## config.mk

```make
export PLATFORM = sky130hd
export DESIGN_NAME = axis_spi_reg_bridge_flat
export DESIGN_NICKNAME = d
export VERILOG_FILES = /design/src/rtl/axis_spi_reg_bridge_if.sv /design/src/rtl/axis_spi_reg_bridge.sv /design/src/flat_wrapper.sv
export SDC_FILE = /design/constraint.sdc
export NUM_CORES = 1
export LEC_CHECK = 0
export CAP_MARGIN = 20
export CORE_ASPECT_RATIO = 1.4
export CORE_UTILIZATION = 50
export CTS_CLUSTER_DIAMETER = 80
export DETAILED_ROUTE_END_ITERATION = 8
export GPL_TIMING_DRIVEN = 0
export PLACE_DENSITY = 0.81
export SLEW_MARGIN = 20
export SYNTH_ARGS = -nofsm -noshare
export SYNTH_HDL_FRONTEND = slang
export SYNTH_SLANG_ARGS = --single-unit
```

## constraint.sdc

```tcl
create_clock -name clk_i -period 2.9 [get_ports clk_i]
set_clock_uncertainty 0.05 [all_clocks]
set_input_delay 0.58 -clock clk_i [delete_from_list [all_inputs] [get_ports clk_i]]
set_output_delay 0.58 -clock clk_i [all_outputs]
set_load 0.01 [all_outputs]
```

## src/rtl/axis_spi_reg_bridge_if.sv

```systemverilog
// Byte-wide AXI-Stream link between the register bridge and the SPI master.
interface axis_if;
  logic [7:0] tdata;
  logic       tvalid;
  logic       tready;
  logic       tlast;

  modport master (output tdata, output tvalid, output tlast, input  tready);
  modport slave  (input  tdata, input  tvalid, input  tlast, output tready);
endinterface

```

## src/rtl/axis_spi_reg_bridge.sv

```systemverilog
// Register-access bridge: turns a read/write command into a lockstep SPI byte
// frame over AXI-Stream and assembles the returned bytes into a response.
module axis_spi_reg_bridge #(
  parameter int unsigned DATA_BYTES = 2,
  parameter int unsigned ADDR_WIDTH = 7,
  parameter int unsigned TIMEOUT    = 1024
) (
  input  logic                    clk_i,
  input  logic                    rst_i,
  input  logic                    cmd_valid_i,
  output logic                    cmd_ready_o,
  input  logic                    cmd_rw_i,
  input  logic [ADDR_WIDTH-1:0]   cmd_addr_i,
  input  logic [8*DATA_BYTES-1:0] cmd_wdata_i,
  output logic                    rsp_valid_o,
  input  logic                    rsp_ready_i,
  output logic [8*DATA_BYTES-1:0] rsp_rdata_o,
  output logic                    rsp_err_o,
  axis_if.master                  m_axis,
  axis_if.slave                   s_axis
);

  localparam int unsigned DW    = 8 * DATA_BYTES;
  localparam int unsigned IDX_W = $clog2(DATA_BYTES + 1);
  localparam int unsigned CNT_W = $clog2(TIMEOUT + 1);

  typedef enum logic [1:0] {IDLE, SEND, RECV, RESP} state_t;

  state_t            state_q, state_d;
  logic              rw_q;
  logic [6:0]        addr_q;
  logic [DW-1:0]     wdata_q;
  logic [DW-1:0]     rdata_q;
  logic              err_q;
  logic [IDX_W-1:0]  idx_q;
  logic [CNT_W-1:0]  tmo_q;
  logic              last_byte;
  logic              tmo_hit;
  logic [7:0]        wdata_byte;
  logic [7:0]        tx_byte;

  // idx_q is the frame position of the byte in flight: 0 = header, 1 = MS data byte
  assign last_byte = (idx_q == IDX_W'(DATA_BYTES));
  assign tmo_hit   = (tmo_q == CNT_W'(TIMEOUT - 1));

  always_comb begin
    wdata_byte = '0;
    for (int unsigned i = 0; i < DATA_BYTES; i++) begin
      if (idx_q == IDX_W'(DATA_BYTES - i)) wdata_byte = wdata_q[8*i +: 8];
    end
  end

  always_comb begin
    tx_byte = {rw_q, addr_q};
    if (idx_q != '0) tx_byte = rw_q ? 8'h00 : wdata_byte;
  end

  always_ff @(posedge clk_i) begin
    if (rst_i) state_q <= IDLE;
    else       state_q <= state_d;
  end

  // Outputs are gated by rst_i so the bus is quiet for the whole reset pulse
  always_comb begin
    state_d       = state_q;
    cmd_ready_o   = 1'b0;
    rsp_valid_o   = 1'b0;
    m_axis.tvalid = 1'b0;
    m_axis.tdata  = 8'h00;
    m_axis.tlast  = 1'b0;
    s_axis.tready = 1'b0;
    if (!rst_i) begin
      case (state_q)
        IDLE: begin
          cmd_ready_o   = 1'b1;
          s_axis.tready = 1'b1;
          if (cmd_valid_i) state_d = SEND;
        end
        SEND: begin
          m_axis.tvalid = 1'b1;
          m_axis.tdata  = tx_byte;
          m_axis.tlast  = last_byte;
          if (m_axis.tready) state_d = RECV;
        end
        RECV: begin
          s_axis.tready = 1'b1;
          if (s_axis.tvalid)  state_d = last_byte ? RESP : SEND;
          else if (tmo_hit)   state_d = RESP;
        end
        RESP: begin
          rsp_valid_o = 1'b1;
          if (rsp_ready_i) state_d = IDLE;
        end
        default: state_d = IDLE;
      endcase
    end
  end

  always_ff @(posedge clk_i) begin
    if (rst_i) begin
      rw_q    <= 1'b0;
      addr_q  <= '0;
      wdata_q <= '0;
      rdata_q <= '0;
      err_q   <= 1'b0;
      idx_q   <= '0;
      tmo_q   <= '0;
    end else begin
      case (state_q)
        IDLE: begin
          if (cmd_valid_i) begin
            rw_q    <= cmd_rw_i;
            addr_q  <= 7'(cmd_addr_i);
            wdata_q <= cmd_wdata_i;
            rdata_q <= '0;
            err_q   <= 1'b0;
            idx_q   <= '0;
            tmo_q   <= '0;
          end
        end
        SEND: begin
          if (m_axis.tready) tmo_q <= '0;
        end
        RECV: begin
          if (s_axis.tvalid) begin
            if (s_axis.tlast != last_byte) err_q <= 1'b1;
            // Bytes land at their final position so a timeout leaves the rest zero
            for (int unsigned i = 0; i < DATA_BYTES; i++) begin
              if (idx_q == IDX_W'(DATA_BYTES - i)) rdata_q[8*i +: 8] <= s_axis.tdata;
            end
            if (!last_byte) idx_q <= idx_q + 1'b1;
            tmo_q <= '0;
          end else if (tmo_hit) begin
            err_q <= 1'b1;
          end else begin
            tmo_q <= tmo_q + 1'b1;
          end
        end
        default: ;
      endcase
    end
  end

  assign rsp_rdata_o = rdata_q;
  assign rsp_err_o   = err_q;

endmodule

```

## src/flat_wrapper.sv

```systemverilog
// flat-port wrapper written by rule: the top's interface ports become plain ports
module axis_spi_reg_bridge_flat 
#(
  parameter int unsigned DATA_BYTES = 2,
  parameter int unsigned ADDR_WIDTH = 7,
  parameter int unsigned TIMEOUT    = 1024
)
  (clk_i, rst_i, cmd_valid_i, cmd_ready_o, cmd_rw_i, cmd_addr_i, cmd_wdata_i, rsp_valid_o, rsp_ready_i, rsp_rdata_o, rsp_err_o, m_axis_tdata, m_axis_tvalid, m_axis_tlast, m_axis_tready, s_axis_tdata, s_axis_tvalid, s_axis_tlast, s_axis_tready);
  axis_if m_axis_i ();
  axis_if s_axis_i ();
  input  logic clk_i;
  input  logic rst_i;
  input  logic cmd_valid_i;
  output logic cmd_ready_o;
  input  logic cmd_rw_i;
  input  logic [ADDR_WIDTH-1:0] cmd_addr_i;
  input  logic [8*DATA_BYTES-1:0] cmd_wdata_i;
  output logic rsp_valid_o;
  input  logic rsp_ready_i;
  output logic [8*DATA_BYTES-1:0] rsp_rdata_o;
  output logic rsp_err_o;
  output wire logic [$bits(m_axis_i.tdata)-1:0] m_axis_tdata;
  output wire logic [$bits(m_axis_i.tvalid)-1:0] m_axis_tvalid;
  output wire logic [$bits(m_axis_i.tlast)-1:0] m_axis_tlast;
  input wire logic [$bits(m_axis_i.tready)-1:0] m_axis_tready;
  input wire logic [$bits(s_axis_i.tdata)-1:0] s_axis_tdata;
  input wire logic [$bits(s_axis_i.tvalid)-1:0] s_axis_tvalid;
  input wire logic [$bits(s_axis_i.tlast)-1:0] s_axis_tlast;
  output wire logic [$bits(s_axis_i.tready)-1:0] s_axis_tready;
  assign m_axis_tdata = m_axis_i.tdata;
  assign m_axis_tvalid = m_axis_i.tvalid;
  assign m_axis_tlast = m_axis_i.tlast;
  assign m_axis_i.tready = m_axis_tready;
  assign s_axis_i.tdata = s_axis_tdata;
  assign s_axis_i.tvalid = s_axis_tvalid;
  assign s_axis_i.tlast = s_axis_tlast;
  assign s_axis_tready = s_axis_i.tready;
  axis_spi_reg_bridge #(.DATA_BYTES(DATA_BYTES), .ADDR_WIDTH(ADDR_WIDTH), .TIMEOUT(TIMEOUT)) u_core (.clk_i(clk_i), .rst_i(rst_i), .cmd_valid_i(cmd_valid_i), .cmd_ready_o(cmd_ready_o), .cmd_rw_i(cmd_rw_i), .cmd_addr_i(cmd_addr_i), .cmd_wdata_i(cmd_wdata_i), .rsp_valid_o(rsp_valid_o), .rsp_ready_i(rsp_ready_i), .rsp_rdata_o(rsp_rdata_o), .rsp_err_o(rsp_err_o), .m_axis(m_axis_i), .s_axis(s_axis_i));
endmodule
```

* Word-level counts from Yosys, hierarchy flattened
Cells that the tools add are included.
** Word-level totals
- Output and inout port bits :: 30
- Register bits after elaboration :: 56
** Operators by class
- Mux-type cells :: 42
- Eq/ne operators :: 17
- Reduce and logical (&&, ||, !) cells :: 12
- Add/sub/neg operators :: 2
** Operators by type and width (count)
- 2-to-1 mux 8 bit :: 8
- 2-to-1 mux 11 bit :: 4
- one-hot mux 11 bit (3 select lines) :: 1
- 2-to-1 mux 16 bit :: 2
- one-hot mux 16 bit (2 select lines) :: 1
- AND reduction 4 bit :: 6
- 2-to-1 mux 2 bit :: 9
- 2-to-1 mux 1 bit :: 14
- adder 11 x 1 -> 11 bit, second input constant :: 1
- equality test 11 x 10 -> 1 bit, second input constant :: 1
- inequality test 2 bit, second input constant :: 5
- one-hot mux 2 bit (4 select lines) :: 1
- equality test 2 bit, second input constant :: 3
- inequality test 3 x 2 -> 1 bit, second input constant :: 2
- equality test 2 x 1 -> 1 bit, second input constant :: 2
- inequality test 2 x 1 -> 1 bit, second input constant :: 2
- one-hot mux 2 bit (2 select lines) :: 1
- nonzero test 2 bit :: 2
- inequality test 3 bit, second input constant :: 1
- nonzero test 3 bit :: 1
- adder 2 x 1 -> 2 bit, second input constant :: 1
- logical NOT 2 bit :: 1
- one-hot mux 1 bit (2 select lines) :: 1
- AND reduction 2 bit :: 1
- other kinds (2) :: 2

* Logic depth before layout (Yosys ltp)
- Depth after elaboration :: 7
- Depth in mapped cells :: 8
- Gate-level depth less buffers :: 6

* Worst setup path after synthesis
OpenSTA, ideal clock, no wires.
- Path type :: input-to-output
- Start :: input port rst_i
- End :: output port s_axis_tready
- Path slack :: 0.841 ns
- Buffers on the path :: 3
- Arrival :: 1.429 ns
- Cell stages on the path :: 4
- Required time :: 2.270 ns
- Cells stage by stage :: clkbuf_1 > clkbuf_1 > buf_1 > nor2_1
** Between the ends
- Cells in the longest elaborated chain, start to end :: 1
** Ends and longest elaborated chain
- start: declaration :: RTL line flat_wrapper.sv:12 : input logic rst_i;
- 2-to-1 mux 1 bit :: RTL line axis_spi_reg_bridge.sv:72 : if (!rst_i) begin
- end: declaration :: RTL line flat_wrapper.sv:29 : output wire logic [$bits(s_axis_i.tready)-1:0] s_axis_tready;
Every way passes these cells.

* Final worst setup path
Ends and elaborated chain as after synthesis.

==> flow_metrics.env <==
export IMPL_outcome="complete, no violations"
export IMPL_seq_area_frac_synth_pct=42.09
export IMPL_worst_pin_slew_ns=0.6945
export IMPL_worstRegToRegCells=6
export IMPL_relSlewSlack_pct=53.70
export IMPL_diodes=0
export IMPL_grt_pass1_vias=2448
export IMPL_cts_made_buffers=5
export IMPL_synth_edff_count=0
export IMPL_path_buf_inv=4
export IMPL_grt_start_max_net_pins=17
export IMPL_swShare_pct=26.71
export IMPL_crit_path_frequent_cell="clkbuf_1"
export IMPL_synth_top_area_cell="dfxtp_1"
export IMPL_syn_nets=385
export IMPL_min_period_over_period_pct=95.14
export IMPL_cts_buffer_depth=2
export IMPL_antenna_left=0
export IMPL_grt_overflow_total=0
export IMPL_cts_tree="built"
export IMPL_power_frac_comb_pct=17.5
export IMPL_hold_viol=0
export IMPL_synth_main_ff_cell="dfxtp_1"
export IMPL_start_util_pct=51.64
export IMPL_drive_gt1_share_pct=5.314
export IMPL_fin_crit_ns=2.759
export IMPL_dieArea_um2=5628
export IMPL_ys_warn_count=0
export IMPL_post_cts_buffers=0
export IMPL_die_y_um=88.37
export IMPL_hp_class="register to register"
export IMPL_cp_cell_sequence="clkbuf_1, clkbuf_1, clkbuf_2, nor2_1, clkdlybuf4s50_1"
export IMPL_slew_violations=0
export IMPL_routed_wl_um=6691
export IMPL_syn_inst=342
export IMPL_insertion_delay_ns=0.31
export IMPL_cap_violations=0
export IMPL_path_depth=5
export IMPL_gp_congestion=0.8588
export IMPL_end_kind="primary output"
export IMPL_netlist_area_um2=2664
export IMPL_gr_usage_all_layers_pct=24.64
export IMPL_max_freq_ghz=0.3624
export IMPL_p_seq_share_pct=54.5
export IMPL_drc=0
export IMPL_synth_seq_cells=56
export IMPL_wl_per_cell_um=13.94
export IMPL_area_growth_pct=32.22
export IMPL_p_clk_share_pct=28.0
export IMPL_async_flop_share_pct=0
export IMPL_crit_path_start_kind="input port"
export IMPL_final_setup_viol_count=0
export IMPL_totalNegativeSetupSlack_ns=0
export IMPL_rows=31
export IMPL_postCtsHoldBufs=0
export IMPL_p_per_area_nw_per_um2=425.1
export IMPL_hpwl_um=5001
export IMPL_worstPathRequired_ns=2.27
export IMPL_numClockSinks=56
export IMPL_die_x_um=63.69
export IMPL_dr_pass1_iters=4
export IMPL_whs_path_depth=2
export IMPL_htree_levels=2
export IMPL_drt_initial_drc_count=149
export IMPL_syn_avg_cell_area_um2=7.789
export IMPL_path_clk_slew_ns=0.09
export IMPL_core_um2=5159
export IMPL_synth_area_leaders="dfxtp_1 (42%), nand2_1 (10%), a21oi_1 (6.6%), mux2i_1 (6.0%), nor2_1 (5.1%)"
export IMPL_slowest_stage="clkdlybuf4s50_1"
export IMPL_max_stage_delay_ns=0.50
export IMPL_crit_fanout=10
export IMPL_switching_power_mw=0.3999
export IMPL_vias=2622
export IMPL_synthDistinctLibCells=45
export IMPL_dp_slack_ns=0.02420
export IMPL_antenna_found_initial=0
export IMPL_cp_data_arrival_time_ns=2.13
export IMPL_io_pins=69
export IMPL_p_int_mw=1.098
export IMPL_port_buffers=67
export IMPL_root_buffer="clkbuf_8"
export IMPL_routed_via_density=5.463
export IMPL_critPathKind="input port to primary output"
export IMPL_synth_top_area_share_pct=42.09
export IMPL_synth_common_cells="nand2_1 (73), dfxtp_1 (56), nor2_1 (36)"
export IMPL_yosys_cell_count_top_type="nand2_1"
export IMPL_worst_slack_ns=0.1408
export IMPL_ir_drop_v=0.0003237
export IMPL_nets=456
export IMPL_grt_pass1_wl_um=10850
export IMPL_rsz0062_at_grt="no"
export IMPL_critPathTopFamily="buffers and inverters"
export IMPL_leakage_nw=1.284
## layout make-up
class                           instances  area [µm²]
Sequential cell                        56        1121
Tap cell                               66       82.58
Clock buffer                            7       76.32
Timing Repair Buffer                   67       678.2
Inverter                                5       18.77
Multi-Input combinational cell        256        1430
Buffer                                 22       106.4
Fill cell                             458        1637
Clock inverter                          1       8.758
## through the flow
stage	cells	power, mW	util, %	instance area [µm²]	hold slack, ns
after floorplan	342	0.9813	-	2664	0.3718
after global placement	475	1.089	66.24	3417	0.3909
after detailed placement	475	1.093	66.24	3417	0.3935
after CTS	482	1.506	68.06	3511	0.4122
after global routing	480	1.561	68.28	3522	0.4313
final	480	1.497	68.28	3522	0.4125
## power by group through the flow
stage	Combinational (mW)	Clock (mW)	Sequential, mW
global placement	0.257	0	0.832
finish	0.262	0.419	0.816
global route	0.287	0.455	0.820
CTS	0.262	0.428	0.816
detailed placement	0.260	0	0.833
floorplan	0.152	0	0.830
## per-layer routing
metal | GRT usage [%] | wire, µm | vias up
li1 | - | - | 1313
met1 | 28.05 | 2859 | 1212
met2 | 44.00 | 3343 | 85
met3 | 4.768 | 340 | 12
met4 | 11.98 | 148 | 0
met5 | 0 | 0 | -
## cell families (layout without fill, tap and decap cells)
| kind of cell | Yosys count | in the layout | share of synthesized area, % |
|---|---|---|---|
| flip-flops | 56 | 56 | 42.09 |
| adder cells (fa/ha/maj) | 4 | 4 | 1.879 |
| AO/OA/AOI/OAI | 76 | 76 | 17.38 |
| multiplexers | 17 | 17 | 6.435 |
| AND/OR/NAND/NOR | 158 | 158 | 27.10 |
| XOR/XNOR | 1 | 1 | 0.3289 |
| buffers and inverters | 30 | 102 | 4.791 |
## state kept, by name, summed over array words and instances, names as in the netlist
signal and flops:
u_core.rsp_rdata_o 16, u_core.wdata_q 16, u_core.tmo_q 11, u_core.addr_q 7
u_core.idx_q 2, u_core.state_q 2, u_core.rsp_err_o 1, u_core.rw_q 1
## worst register-to-register path: stages, from the launching register on
cell and delay [ns]:
dfxtp_1 0.35, inv_1 0.08, ha_2 0.34, nand3_1 0.14, a21oi_2 0.55, mux2i_1 0.28, nor2_1 0.06
## what timing repair did
action | 4_1_cts | 5_1_grt
pin swaps | 0 | 1
setup endpoints to repair | 9 | 9
resized for setup | 5 | 9
## cell usage in the layout, fill, tap and decap left out, drive strengths merged, types with 3 or more instances in the layout
cell type | Yosys | layout
ha | 4 | 4
buf | 7 | 6
clkbuf | 18 | 23
nand3 | 5 | 5
clkdlybuf4s50 | 0 | 64
a21oi | 37 | 37
or4 | 4 | 4
inv | 5 | 5
dlymetal6s2s | 0 | 3
nor3 | 5 | 5
nor2 | 36 | 36
and2 | 9 | 9
nand2b | 8 | 8
nor2b | 5 | 5
o21ai | 13 | 13
a31oi | 3 | 3
nand2 | 73 | 73
dfxtp | 56 | 56
mux2i | 16 | 16
a22oi | 7 | 7
## final timing paths
check / start / end / slack [ns]
setup reg to reg: u_core.idx_q[1]$_SDFFE_PP0P_ / u_core.rsp_rdata_o[8]$_SDFFE_PP0P_ / 0.93
hold reg to reg: u_core.tmo_q[10]$_SDFFE_PP0P_ / u_core.tmo_q[10]$_SDFFE_PP0P_ / 0.41
hold / removal: u_core.tmo_q[10]$_SDFFE_PP0P_ / u_core.tmo_q[10]$_SDFFE_PP0P_ / 0.41
setup / recovery: rst_i / s_axis_tready / 0.14
Power figures use the tool's default switching activity.
